===== config.mk =====
export PLATFORM = sky130hd
export DESIGN_NAME = cpu_bus_arbiter
export DESIGN_NICKNAME = d
export VERILOG_FILES = /design/src/rtl/cpu_bus_arbiter.sv
export SDC_FILE = /design/constraint.sdc
export NUM_CORES = 1
export LEC_CHECK = 0
export BUFFER_PORTS_ARGS = -buffer_cell sky130_fd_sc_hd__buf_2
export CORE_UTILIZATION = 37
export DETAILED_ROUTE_END_ITERATION = 6
export HOLD_SLACK_MARGIN = 0.05
export PLACE_DENSITY_LB_ADDON = 0.08
export SLEW_MARGIN = 40
export SYNTH_ARGS = -nofsm -noshare
export SYNTH_HDL_FRONTEND = slang
export SYNTH_SLANG_ARGS = --single-unit

===== constraint.sdc =====
create_clock -name iCLK -period 11 [get_ports iCLK]
set_input_delay 1.1 -clock iCLK [delete_from_list [all_inputs] [get_ports iCLK]]
set_output_delay 1.1 -clock iCLK [all_outputs]
set_load 0.01 [all_outputs]

===== src/rtl/cpu_bus_arbiter.sv =====
// Round-robin arbiter that merges N_CH bus masters onto one single-ported memory
// with a fixed number of wait states per access.
module cpu_bus_arbiter #(
   parameter int N_CH        = 2,
   parameter int DATA_W      = 32,
   parameter int ADDR_W      = 32,
   parameter int WAIT_STATES = 0
) (
   input  logic                       iCLK,
   input  logic                       iRST,
   input  logic [N_CH-1:0]            iReadEnable,
   input  logic [N_CH-1:0]            iWriteEnable,
   input  logic [N_CH*(DATA_W/8)-1:0] iByteEnable,
   input  logic [N_CH*ADDR_W-1:0]     iAddress,
   input  logic [N_CH*DATA_W-1:0]     iWriteData,
   output logic [N_CH-1:0]            oAck,
   output logic [DATA_W-1:0]          oReadData,
   output logic                       oMemReadEnable,
   output logic                       oMemWriteEnable,
   output logic [DATA_W/8-1:0]        oMemByteEnable,
   output logic [ADDR_W-1:0]          oMemAddress,
   output logic [DATA_W-1:0]          oMemWriteData,
   input  logic [DATA_W-1:0]          iMemReadData,
   output logic [5:0]                 mControlState
);

   localparam int          BE_W  = DATA_W / 8;
   localparam logic [4:0]  NCH5  = 5'(N_CH);
   localparam logic [3:0]  LAST4 = 4'(N_CH - 1);
   localparam logic [3:0]  WS4   = 4'(WAIT_STATES);

   // state  | meaning
   // IDLE   | arbitrate among current requests, memory strobes low
   // ACCESS | drive memory from latched request, count down wait states
   // DONE   | ack pulse to the served channel, advance round-robin pointer
   typedef enum logic [1:0] {
      S_IDLE   = 2'd0,
      S_ACCESS = 2'd1,
      S_DONE   = 2'd2
   } state_t;

   state_t      r_state;
   logic [3:0]  r_ptr;
   logic [3:0]  r_grant;
   logic [3:0]  r_cnt;
   logic        r_is_write;

   logic [N_CH-1:0]   w_req;
   logic [N_CH-1:0]   w_req_rot;
   logic              w_any;
   logic [4:0]        w_off;
   logic [4:0]        w_sum;
   logic [3:0]        w_pick;
   logic              w_sel_wr;
   logic [ADDR_W-1:0] w_sel_addr;
   logic [DATA_W-1:0] w_sel_wdata;
   logic [BE_W-1:0]   w_sel_be;
   logic [N_CH-1:0]   w_grant_oh;
   logic [3:0]        w_ptr_next;

   assign w_req     = iReadEnable | iWriteEnable;
   assign w_any     = |w_req;
   assign w_req_rot = N_CH'({w_req, w_req} >> r_ptr);

   // Lowest set bit of the rotated request vector is the offset from the pointer.
   always_comb begin
      w_off = 5'd0;
      for (int i = N_CH - 1; i >= 0; i--) begin
         if (w_req_rot[i]) w_off = 5'(i);
      end
      w_sum = {1'b0, r_ptr} + w_off;
      if (w_sum >= NCH5) w_sum = w_sum - NCH5;
      w_pick = w_sum[3:0];
   end

   always_comb begin
      w_sel_wr    = 1'b0;
      w_sel_addr  = '0;
      w_sel_wdata = '0;
      w_sel_be    = '0;
      w_grant_oh  = '0;
      for (int c = 0; c < N_CH; c++) begin
         if (w_pick == 4'(c)) begin
            w_sel_wr    = iWriteEnable[c];
            w_sel_addr  = iAddress[c*ADDR_W +: ADDR_W];
            w_sel_wdata = iWriteData[c*DATA_W +: DATA_W];
            w_sel_be    = iByteEnable[c*BE_W +: BE_W];
         end
         w_grant_oh[c] = (r_grant == 4'(c));
      end
   end

   assign w_ptr_next    = (r_grant == LAST4) ? 4'd0 : r_grant + 4'd1;
   assign mControlState = {r_state, r_grant};

   always_ff @(posedge iCLK or posedge iRST) begin
      if (iRST) begin
         r_state         <= S_IDLE;
         r_ptr           <= 4'd0;
         r_grant         <= 4'd0;
         r_cnt           <= 4'd0;
         r_is_write      <= 1'b0;
         oAck            <= '0;
         oReadData       <= '0;
         oMemReadEnable  <= 1'b0;
         oMemWriteEnable <= 1'b0;
         oMemByteEnable  <= '0;
         oMemAddress     <= '0;
         oMemWriteData   <= '0;
      end else begin
         oAck <= '0;
         case (r_state)
            S_IDLE: begin
               if (w_any) begin
                  r_state         <= S_ACCESS;
                  r_grant         <= w_pick;
                  r_cnt           <= WS4;
                  r_is_write      <= w_sel_wr;
                  oMemAddress     <= w_sel_addr;
                  oMemWriteData   <= w_sel_wdata;
                  oMemByteEnable  <= w_sel_be;
                  oMemReadEnable  <= ~w_sel_wr;
                  oMemWriteEnable <= w_sel_wr & (WS4 == 4'd0);
               end
            end
            S_ACCESS: begin
               if (r_cnt == 4'd0) begin
                  if (!r_is_write) oReadData <= iMemReadData;
                  oAck            <= w_grant_oh;
                  oMemReadEnable  <= 1'b0;
                  oMemWriteEnable <= 1'b0;
                  oMemAddress     <= '0;
                  oMemWriteData   <= '0;
                  oMemByteEnable  <= '0;
                  r_state         <= S_DONE;
               end else begin
                  r_cnt           <= r_cnt - 4'd1;
                  // The single write pulse lands in the last access cycle.
                  oMemWriteEnable <= r_is_write & (r_cnt == 4'd1);
               end
            end
            S_DONE: begin
               r_ptr   <= w_ptr_next;
               r_grant <= 4'd0;
               r_state <= S_IDLE;
            end
            default: r_state <= S_IDLE;
         endcase
      end
   end

endmodule

==> Implementation_results.wiki <==
{| class="wikitable"
! Metric !! Value
|-
| Run status || complete, but fails checks
|-
| Failing checks || DRC
|-
| Share of synthesized area occupied by flip-flops and latches || 53.4%
|-
| DIE AREA || 0.0156 sq mm
|-
| Top-level I/O count || 284
|-
| Post-placement cell count || 855
|-
| Syn Nets || 597
|-
| Max rail drop VDD || 142 uV
|-
| WL final || 14.5 mm
|-
| GRT Overall Usage || 19.5%
|-
| Endpoint arrival time on the critical path || 4.50 ns
|-
| Sum of net half-perimeters after detailed placement || 10.4 mm
|-
| Type of the worst min-delay path || reg2reg
|-
| Sort of element at the end of the critical path || register
|-
| Routing usage on met2 || 33.6%
|-
| Required time of the worst setup path || 11.34 ns
|-
| Number of max-slew violations in the final report || 0
|-
| CORE AREA || 0.0146 sq mm
|-
| Detailed-route vias per instance || 5.17
|-
| Met3 usage in global routing || 5.37%
|-
| Busiest metal layer after global routing || met2
|-
| Via count || 4589
|-
| Routed WL per cell || 16.4 um
|-
| Routability congestion estimate from global placement || 0.767
|-
| DR pass1 iterations || 7
|-
| Number of sinks handled by clock tree synthesis || 119
|-
| Number of nets in the layout || 870
|-
| Clock-pin slew on the worst setup and hold paths || 0.05 ns
|-
| Final worst clock skew || 0.0112 ns
|-
| Starting utilization of the core area || 38.1%
|-
| First-pass GRT wire length || 23.7 mm
|-
| CP startpoint kind || input pin
|-
| Leakage || 3.86 nW
|-
| Cell Pwr Density || 343 mW/mm^2
|-
| Time the worst path needs with I/O delays and setup || 4.16 ns
|-
| CTS H-Tree Depth || 4
|-
| Post-synthesis to final-layout area growth || 38.3%
|-
| Final Non-Filler Cells || 887
|-
| Count of max-cap constraint violations || 0
|-
| Clock power frac || 20.4%
|-
| Worst-path fanout max || 47
|-
| RSZ-0062 raised after global routing || false
|-
| Worst-margin pin slew || 0.662 ns
|-
| Die Y-Extent || 125 um
|-
| Sum of negative setup slack || 0 ns
|-
| Cell internal pwr || 1.61 mW
|-
| Number of diodes || 0
|-
| Most frequent standard cell in the layout excluding fill and tap cells || sky130_fd_sc_hd__buf_2
|-
| Number of cell rows || 44
|-
| Sw power || 1.03 mW
|-
| Tcrit/Tclk final || 37.8%
|-
| Combinational share of power || 49.8%
|-
| Count of yosys warnings during synthesis || 0
|-
| Post-synthesis average cell area || 13.4 sq um
|-
| Hold violation total from the final report || 0
|-
| HP Start || oMemWriteData[15]$_DFFE_PP0P_
|-
| Leading cell types in the layout, fill and taps excluded || 283 x sky130_fd_sc_hd__buf_2, 119 x sky130_fd_sc_hd__dfrtp_1, 102 x sky130_fd_sc_hd__mux2_2, 69 x sky130_fd_sc_hd__a32o_1, 17 x sky130_fd_sc_hd__clkbuf_16
|-
| Maximum frequency from static timing analysis || 240 MHz
|-
| Count of unique library cells instantiated by Yosys || 36
|-
| Count of buffers inserted at the top-level ports || 283
|-
| Number of register bits inferred by synthesis || 119
|-
| Fraction of power consumed by sequential logic || 29.8%
|-
| Fraction of power spent switching nets || 39.1%
|-
| Count of filler cells inserted in the layout || 1309
|-
| Buffer cell driving the clock tree root || sky130_fd_sc_hd__clkbuf_16
|-
| Sum of overflow across all layers after global routing || 0
|-
| Antenna violations before repair || 0
|-
| Pin count of the biggest net entering global routing || 79
|-
| Worst flop-to-flop path startpoint || r_ptr[0]$_DFFE_PP0P_
|-
| Syn Std Cell Area || 0.00558 sq mm
|-
| Count of unresolved DRC violations after routing || 24
|-
| Quantity of gates resized following cts || 0
|-
| Worst Path Class, Setup || in2reg
|-
| Hold Buf Count CTS || 0
|-
| Vias in the first global route || 4666
|-
| Clock latency on the worst-skew pair || 0.41 ns
|-
| TritonCTS Buffers || 17
|-
| Die width || 125 um
|-
| Instance count of the mapped netlist || 417
|-
| GR Layer Usage met1 || 23.0%
|-
| Detail Route Antenna Nets || 0
|-
| Max Buffers Root-to-Sink || 2
|-
| Final setup viols || 0
|-
| Post-CTS repair timing setup buffer count || 0
|-
| Violation count after the first detailed-routing iteration || 259
|-
| CTS tree || built
|-
| Max-Slew Margin vs Limit || 55.9%
|-
| Beginning of the critical path || iWriteEnable[0]
|-
| Fraction of final layout cells with drive strength greater than 1 || 61.3%
|}
## synthesized netlist by cell type
cell,number,area share (%)
sky130_fd_sc_hd__a32oi_1,2,0.31
sky130_fd_sc_hd__clkbuf_1,19,1.3
sky130_fd_sc_hd__nand3_1,5,0.45
sky130_fd_sc_hd__nand2_1,9,0.61
sky130_fd_sc_hd__xor2_1,4,0.63
sky130_fd_sc_hd__a22o_1,2,0.31
sky130_fd_sc_hd__xnor3_1,1,0.40
sky130_fd_sc_hd__nor3_1,3,0.27
sky130_fd_sc_hd__nand2b_1,3,0.34
sky130_fd_sc_hd__xnor2_1,2,0.31
sky130_fd_sc_hd__nand3b_1,3,0.40
sky130_fd_sc_hd__a21oi_1,3,0.27
sky130_fd_sc_hd__nor4_1,2,0.22
sky130_fd_sc_hd__buf_4,2,0.27
sky130_fd_sc_hd__or4_1,1,0.13
sky130_fd_sc_hd__o21ai_0,9,0.81
sky130_fd_sc_hd__nor2b_1,1,0.11
sky130_fd_sc_hd__buf_6,3,0.61
sky130_fd_sc_hd__or3_1,1,0.11
sky130_fd_sc_hd__or3b_2,1,0.16
sky130_fd_sc_hd__mux2i_1,2,0.36
sky130_fd_sc_hd__buf_1,2,0.13
sky130_fd_sc_hd__a31oi_1,2,0.22
sky130_fd_sc_hd__or4b_2,1,0.18
sky130_fd_sc_hd__nor4_2,1,0.22
sky130_fd_sc_hd__nor3b_1,2,0.27
sky130_fd_sc_hd__mux2_2,102,21
sky130_fd_sc_hd__nor4b_1,1,0.16
sky130_fd_sc_hd__inv_1,9,0.61
sky130_fd_sc_hd__nor2_1,12,0.81
sky130_fd_sc_hd__o31ai_1,2,0.27
sky130_fd_sc_hd__a21o_1,1,0.13
sky130_fd_sc_hd__dfrtp_1,119,53
sky130_fd_sc_hd__buf_2,9,0.81
sky130_fd_sc_hd__ha_1,6,1.3
sky130_fd_sc_hd__a32o_1,70,13
## final cells by class
type | count | area (sq um) | area share [%]
flip-flops and latches | 119 | 2980 | 38.6
multi-input cells | 254 | 2420 | 31.3
repair buffers | 289 | 1470 | 19.1
clock buffers | 20 | 457 | 5.92
well taps | 184 | 230 | 2.98
clock inverters | 12 | 128 | 1.65
inverters | 9 | 36.3 | 0.470
## critical path, stage by stage
cell and delay, ns:
sky130_fd_sc_hd__buf_2 0.12, sky130_fd_sc_hd__nor4_1 0.26, sky130_fd_sc_hd__a21oi_1 0.06, sky130_fd_sc_hd__nor3_1 0.15
sky130_fd_sc_hd__ha_2 0.21, sky130_fd_sc_hd__ha_1 0.20, sky130_fd_sc_hd__xor2_1 0.33, sky130_fd_sc_hd__inv_1 0.08
sky130_fd_sc_hd__ha_1 0.24, sky130_fd_sc_hd__inv_1 0.15, sky130_fd_sc_hd__xnor3_1 0.25, sky130_fd_sc_hd__a32o_2 0.53
sky130_fd_sc_hd__buf_4 0.52, sky130_fd_sc_hd__a32o_1 0.26
## worst paths after layout
| kind | end | slack, ns | depth (start not counted) |
|---|---|---|---|
| setup reg to reg | oMemWriteData[5]$_DFFE_PP0P_ | 7.22 | 13 |
| max in group asynchronous | oReadData[21]$_DFFE_PP0P_ | 9.16 | 3 |
| min in group asynchronous | oReadData[23]$_DFFE_PP0P_ | 0.76 | 2 |
| hold / removal | oMemWriteData[15]$_DFFE_PP0P_ | 0.48 | 1 |
| setup / recovery | oMemWriteData[5]$_DFFE_PP0P_ | 6.84 | 14 |
| hold reg to reg | oMemWriteData[15]$_DFFE_PP0P_ | 0.48 | 1 |
## per-layer routing
| layer | up-vias | wire length [um] |
|---|---|---|
| met5 | - | 0 |
| met4 | 0 | 233 |
| met3 | 16 | 923 |
| met2 | 173 | 7570 |
| met1 | 2240 | 5820 |
| li1 | 2160 | - |
## power by group through the flow
| stage | Clock [mW] | Sequential, mW | Combinational, mW |
|---|---|---|---|
| 2_1_floorplan | 0 | 0.884 | 0.827 |
| 3_3_place_gp | 0 | 0.786 | 1.31 |
| 3_5_place_dp | 0 | 0.794 | 1.33 |
| 4_1_cts | 0.554 | 0.791 | 1.34 |
| 5_1_grt | 0.575 | 0.822 | 1.43 |
| 6_report | 0.540 | 0.789 | 1.32 |
## kinds of logic after synthesis
kind of cell | Yosys count | share of synthesized area (%)
compound gates | 91 | 14.9
xor+xnor | 7 | 1.34
fa+ha+maj | 6 | 1.34
buf+inv | 44 | 3.70
flops | 119 | 53.4
mux | 104 | 20.9
simple gates | 46 | 4.44
## sequential cells by signal, summed over array words and instances (netlist names)
signal	flops
r_ptr	4
oReadData	32
oMemAddress	32
oMemWriteEnable	1
r_is_write	1
oMemByteEnable	4
r_cnt	4
oMemReadEnable	1
r_state	2
oAck	2
oMemWriteData	32
r_grant	4
## metrics by stage
step / hold slack [ns] / area, sq um / setup slack, ns / utilization [%] / power [mW]
global route: 0.498 / 7720 / 6.55 / 52.7 / 2.83
CTS: 0.488 / 7710 / 6.84 / 52.6 / 2.68
floorplan: 0.471 / 5580 / 6.74 / - / 1.71
finish: 0.483 / 7720 / 6.84 / 52.7 / 2.65
detailed placement: 0.476 / 7130 / 6.44 / 48.7 / 2.13
global placement: 0.471 / 7120 / 6.54 / 48.6 / 2.10
No activity file was read; power rests on OpenSTA's default activity.
